`src/rtl/calc_key_entry.sv`:
```
// calc_key_entry: keypad entry FSM that collects BCD operands and an opcode for a multi-cycle ALU,
// then shows the result it returns.
module calc_key_entry #(
  parameter int ALU_LAT = 4
) (
  input  logic        clk,
  input  logic        rst,
  input  logic        key_valid,
  input  logic [4:0]  key_code,
  input  logic [15:0] res,
  output logic [15:0] num1,
  output logic [15:0] num2,
  output logic [2:0]  op,
  output logic        start,
  output logic        busy,
  output logic [15:0] disp
);
  typedef enum logic [1:0] {ENTER_A, ENTER_B, WAIT, SHOW} state_t;
  state_t state, state_n;
  logic [15:0] num1_n, num2_n, result, result_n;
  logic [2:0] op_n, cnt_a, cnt_a_n, cnt_b, cnt_b_n;
  logic [3:0] lat, lat_n;
  logic start_n, is_digit, is_op, is_eq, is_clr;
  logic [3:0] d;
  assign d = key_code[3:0];
  assign is_digit = key_valid && key_code < 5'd10;
  assign is_op = key_valid && key_code >= 5'd10 && key_code <= 5'd14;
  assign is_eq = key_valid && key_code == 5'd15;
  assign is_clr = key_valid && key_code == 5'd16;
  // Shift a digit into an operand; full operands and leading zeros leave it untouched.
  function automatic logic [18:0] push(input logic [15:0] v, input logic [2:0] c, input logic [3:0] k);
    return (c == 3'd4 || (c == 3'd0 && k == 4'd0)) ? {c, v} : {c + 3'd1, v[11:0], k};
  endfunction
  always_comb begin
    state_n = state;
    num1_n = num1;
    num2_n = num2;
    op_n = op;
    cnt_a_n = cnt_a;
    cnt_b_n = cnt_b;
    result_n = result;
    lat_n = lat;
    start_n = 1'b0;
    if (is_clr) begin
      state_n = ENTER_A;
      num1_n = '0;
      num2_n = '0;
      op_n = '0;
      cnt_a_n = '0;
      cnt_b_n = '0;
      result_n = '0;
      lat_n = '0;
    end else begin
      case (state)
        ENTER_A: begin
          if (is_digit) {cnt_a_n, num1_n} = push(num1, cnt_a, d);
          else if (is_op) begin
            op_n = 3'(key_code - 5'd10);
            num2_n = '0;
            cnt_b_n = '0;
            state_n = ENTER_B;
          end
        end
        ENTER_B: begin
          if (is_digit) {cnt_b_n, num2_n} = push(num2, cnt_b, d);
          else if (is_op && cnt_b == 3'd0) op_n = 3'(key_code - 5'd10);
          else if (is_eq) begin
            start_n = 1'b1;
            lat_n = '0;
            state_n = WAIT;
          end
        end
        WAIT: begin
          if (lat == 4'(ALU_LAT - 1)) begin
            result_n = res;
            lat_n = '0;
            state_n = SHOW;
          end else lat_n = lat + 4'd1;
        end
        default: begin
          if (is_digit) begin
            num1_n = {12'd0, d};
            cnt_a_n = (d != 4'd0) ? 3'd1 : 3'd0;
            state_n = ENTER_A;
          end else if (is_op) begin
            num1_n = result;
            op_n = 3'(key_code - 5'd10);
            num2_n = '0;
            cnt_b_n = '0;
            state_n = ENTER_B;
          end
        end
      endcase
    end
  end
  always_ff @(posedge clk or posedge rst) begin
    if (rst) state <= ENTER_A;
    else state <= state_n;
  end
  always_ff @(posedge clk or posedge rst) begin
    if (rst) begin
      num1 <= '0;
      num2 <= '0;
      op <= '0;
      cnt_a <= '0;
      cnt_b <= '0;
      result <= '0;
      lat <= '0;
      start <= 1'b0;
    end else begin
      num1 <= num1_n;
      num2 <= num2_n;
      op <= op_n;
      cnt_a <= cnt_a_n;
      cnt_b <= cnt_b_n;
      result <= result_n;
      lat <= lat_n;
      start <= start_n;
    end
  end
  assign busy = state == WAIT;
  assign disp = state == ENTER_A ? num1 :
                state == ENTER_B ? (cnt_b != 3'd0 ? num2 : num1) :
                state == WAIT ? num2 : result;
endmodule

```
`config.mk`:
```
export PLATFORM = sky130hd
export DESIGN_NAME = calc_key_entry
export DESIGN_NICKNAME = d
export VERILOG_FILES = /design/src/rtl/calc_key_entry.sv
export SDC_FILE = /design/constraint.sdc
export NUM_CORES = 1
export LEC_CHECK = 0
export CAP_MARGIN = 20
export CORE_MARGIN = 2
export CORE_UTILIZATION = 35
export DETAILED_ROUTE_END_ITERATION = 16
export SLEW_MARGIN = 10
export SYNTH_ARGS = -nofsm -noshare
export SYNTH_HDL_FRONTEND = slang
export SYNTH_SLANG_ARGS = --single-unit
export TNS_END_PERCENT = 10
```
`constraint.sdc`:
```
create_clock -name clk -period 2.4 [get_ports clk]
set_clock_uncertainty 0.1 [all_clocks]
set_input_delay 0.48 -clock clk [delete_from_list [all_inputs] [get_ports clk]]
set_output_delay 0.48 -clock clk [all_outputs]
set_load 0.01 [all_outputs]
```
; ---- Word level (Yosys, flattened, before mapping)
; Index checks and enable logic that the tools add are counted.
[totals]
register_bits = 64
latchBits = 0
ram_bits = 0
rom_bits = 0
output_inout_bits = 53
word_cells = 122
mem_count = 0
[op_classes]
add_sub_neg = 4
multipliers = 0
div_mod_pow = 0
order_cmp = 3
n_eq_ne = 21
shifts = 0
muxes = 55
bitwise_logic = 0
n_reduce_logical = 30
[op_table]
columns = op, n
row1 = $mux W16, 15
row2 = $pmux W16 S2, 2
row3 = $mux W19, 2
row4 = $mux W3, 12
row5 = $ne A3 B3 Y1 const B, 9
row6 = $mux W4, 5
row7 = $pmux W3 S2, 3
row8 = $mux W2, 8
row9 = $reduce_and A4 Y1, 3
row10 = $reduce_bool A3 Y1, 4
row11 = $reduce_and A5 Y1, 2
row12 = $logic_and A1 B1 Y1, 8
row13 = $pmux W4 S2, 1
row14 = $add A3 B1 Y3 const B, 2
row15 = $eq A3 B3 Y1 const B, 2
row16 = $logic_not A3 Y1, 2
row17 = $mux W1, 6
row18 = $ne A2 B1 Y1 const B, 3
row19 = $ne A3 B1 Y1 const B, 2
row20 = $pmux W2 S3, 1
row21 = $reduce_bool A2 Y1, 3
row22 = $eq A5 B4 Y1 const B, 1
row23 = $eq A5 B5 Y1 const B, 1
row24 = $ge A5 B4 Y1 const B, 1
row25 = 14 further kinds, 15

; ---- Logic depth before layout (Yosys ltp)
[depth]
depth_word = 8
mapped_depth = 9

; ---- Worst setup path before layout
; Ideal clock, no wire load.
[synth_path]
path_type = reg-to-output
from = register state[1]
to = output port disp[10]
arrival_time_ns = 2.002
required_time_ns = 1.820
slack_ns = -0.182
stages_incl_launch_ff = 9
path_cell_list = dfrtp_1 > inv_1 > ha_1 > clkbuf_1 > nor2_1 > a21oi_1 > clkbuf_1 > a22oi_1 > o21ai_0
[synth_between]
elab_chain_cells = 4
elab_cells_between_ends = 6
cone_classes = eq/ne (2) / mux (3) / reduce/logical (1)
[synth_lines]
columns = item, line
row1 = from (decl), 19  ; state_t state, state_n;
row2 = from (signal assigned), 98  ; else state <= state_n;
row3 = $eq A2 B2 Y1, 124  ; state == WAIT ? num2 : result;
row4 = $mux W16, 124
row5 = $mux W16, 123  ; state == ENTER_B ? (cnt_b != 3'd0 ? num2 : num1) :
row6 = $mux W16 *, 122  ; assign disp = state == ENTER_A ? num1 :
row7 = to (decl), 16  ; output logic [15:0] disp
; Mark *: on every way between the ends. The rest lies on a longest branch, timed or not.

; ---- Worst setup path after layout
[layout_path]
from = register state[0]
to = output port disp[7]
; The elaborated chain is that of the path after synthesis.

==> key figures <==
CTS
  • Bufs on Longest Clock Path: 2
  • Clock slew at the register clock pins of the worst setup and hold paths: 80 ps
  • Clock latency on the worst-skew pair: 350 ps
  • Htree depth: 3
  • Post-cts hold buffer count: 0
  • Sink Count: 64
  • Clk root buf: clkbuf_8
  • Cts bufs inserted: 9
  • CTS tree: built

Synthesis
  • Cells after synthesis: 409
  • Yosys cell types: 47
  • Syn. warnings: 0
  • Largest area contributor in the netlist: dfrtp_1
  • Syn_nets: 444
  • Post-synth EDFFs: 0
  • Syn Std Cell Area: 0.00379 sq mm
  • Mean Syn Cell Area: 9.27 sq um
  • Synth top area share: 42.2%
  • Register area share after synthesis: 42.2%
  • Ys flop type: dfrtp_1
  • Post-synth ARST share: 100%
  • Seq cells post-synth: 64
  • Main area contributors after synthesis: dfrtp_1 (42%), nand2_1 (7.1%), mux2_2 (5.6%)

STA
  • Achievable clock frequency: 407 MHz
  • Period Utilization, post-route: 102%
  • Final Hold Vio Count: 0
  • Actual slew at the worst max-slew pin: 604 ps
  • Fin Setup TNS: -477 ps
  • Final setup fails: 16
  • Final Max Slew Viols: 0
  • Worst setup margin: -60.0 ps
  • Crit path time final: 2460 ps
  • Rel. slew slack: 59.6%
  • Unrepaired setup endpoints after global routing: yes

Global route
  • Initial antenna violation count: 0
  • GRT Total Usage: 21.4%
  • Global-route wire length before repair: 19.5 mm
  • Grt total ovfl: 0
  • Vias in the first global route: 3746
  • Largest net degree at the start of global routing: 27

Pwr
  • Leakage: 0.00262 uW
  • Final Power: 7920 uW
  • Pwr Density: 1390 mW/mm^2
  • VDD IR max: 0.495 mV

Route
  • Drt first pass iters: 5
  • Initial DRC Count: 166
  • Drt drc: 0
  • Routed Antenna Nets: 0
  • Routed WL: 12.0 mm
  • Routed len/inst: 17.3 microns
  • Vias: 3634
  • Via/cell ratio: 5.24

Layout
  • Fillers: 985
  • N_diodes: 0
  • Final non-filler cell total: 693
  • Layout cells sized above 1: 33.3%
  • Post-layout util: 53.3%
  • Area growth syn-to-layout: 50.4%
  • Most frequent cells in the layout: nand2_1 (68), dfrtp_1 (64), buf_4 (59)
  • Commonest non-fill, non-tap cell in the layout: nand2_1
  • Nets: 583

Placed design
  • Buffers added on ports: 76
  • RePlAce Congestion: 0.843
  • Post-DP HPWL: 8.43 mm
  • DP Cell Count: 660

Setup path
  • Critical path required time: 1820 ps
  • Kind of end point of the critical path: output port
  • CP Max Fanout: 8
  • Critical path's most frequent cell: buf_6
  • CP Launch Type: flip-flop
  • Worst setup path startpoint: state[0]$_DFFE_PP0P_
  • FF-to-FF Start: state[1]$_DFFE_PP0P_
  • CP peak stage delay: 420 ps
  • Crit-path slowest cell: dfrtp_1
  • Worst EP arrival: 1880 ps
  • CP Cell Sequence: buf_6 > ha_4 > buf_6 > a21oi_4 > buf_6 > a22oi_1 > o21ai_2 > buf_2
  • Crit Path Category: reg -> out

Floorplan
  • # IOs: 77
  • Die W: 108 microns
  • Die H: 108 microns
  • Floorplan row count: 38
  • Core area: 0.0107 sq mm
  • Initial Util: 35.5%
  • DIE AREA: 0.0117 sq mm

Run status
  • Failing checks: setup timing
  • Run status: finished, violations left

Min path
  • Hold Crit Class: in -> async

Job
  • Max Cap Violations: 0
-- repair_timing --
action | CTS | global route
buffers inserted | 10 | 5
setup endpoints to repair | 58 | 44
resized for setup | 114 | 29
pin swaps | 9 | 5
gates cloned | 1 | 1
-- path summary, 6_finish.rpt --
check                                              to  slack (ps)  depth (start not counted)
max in group asynchronous         num2[1]$_DFFE_PP0P_        1250                          3
worst max-delay path                          disp[7]         -60                          8
worst max register to register   num1[13]$_DFFE_PP0P_         130                         10
worst min-delay path            result[8]$_DFFE_PP0P_         400                          2
worst min register to register     lat[3]$_DFFE_PP0P_         420                          1
min in group clk                   lat[3]$_DFFE_PP0P_         420                          1
-- flip-flops by register name, summed over array words and instances, names as in the netlist, 2 cells and up --
name,flops
state,2
lat,4
result,16
op,3
num1,16
num2,16
cnt_a,3
cnt_b,3
-- final cells by class --
type,count,area [sq um],area share (%)
well taps,140,175,3.07
multi-input cells,304,2180,38.2
clock buffers,11,141,2.48
clock inverters,5,104,1.82
repair buffers,157,1460,25.6
flip-flops and latches,64,1600,28.1
inverters,12,45.0,0.789
-- cells in the mapped netlist (all sizes together), types with 2 or more instances --
master / count
a22oi: 15
nand3b: 15
ha: 11
dfrtp: 64
mux2: 32
o31ai: 2
nand2: 72
a21oi: 41
a211o: 3
a21o: 2
o21ai: 31
nand2b: 8
a22o: 5
nor2: 13
nand3: 6
and2: 2
nor4: 2
nor3b: 2
nor3: 5
mux2i: 2
inv: 12
clkbuf: 19
o211ai: 4
and3: 12
nor2b: 3
o22ai: 2
buf: 10
-- metal layers --
layer | global-route usage [%] | wire (microns) | vias to the layer above
met5 | 0 | 0 | -
met1 | 28.1 | 5370 | 1766
met3 | 4.58 | 667 | 12
met2 | 35.5 | 5830 | 119
li1 | - | - | 1737
met4 | 6.14 | 129 | 0
-- cells by family after synthesis --
group                      Yosys count  share of synthesized area [%]
AOI/OAI and AO/OA                  115                           19.1
adders and majority gates           11                           3.63
buffers and inverters               41                           4.85
DFF                                 64                           42.2
muxes                               34                           11.3
and+or+nand+nor                    144                           18.9
-- metrics by stage --
stage | setup slack [ps] | hold WS [ps] | area, sq um
after global placement | -459 | 395 | 5130
after global routing | -137 | 426 | 5710
after floorplan | 23.8 | 363 | 3800
after CTS | -84.7 | 409 | 5550
after detailed placement | -542 | 404 | 5130
final | -60.0 | 398 | 5710
-- report_power, final --
group / switching [uW] / internal (uW) / leakage (uW)
Combinational: 2190 / 2620 / 0.00167
Clock: 452 / 719 / 0.000124
Sequential: 444 / 1490 / 0.000821
Total: 3090 / 4830 / 0.00262
-- critical path: cells and delay by family, from the launching register on --
family                   cells  cell delay [ps]
flip-flops                   1              420
buffers and inverters        4              560
AO/OA/AOI/OAI                3              360
adder cells (fa/ha/maj)      1              180
(Power assumes the default switching activity.)
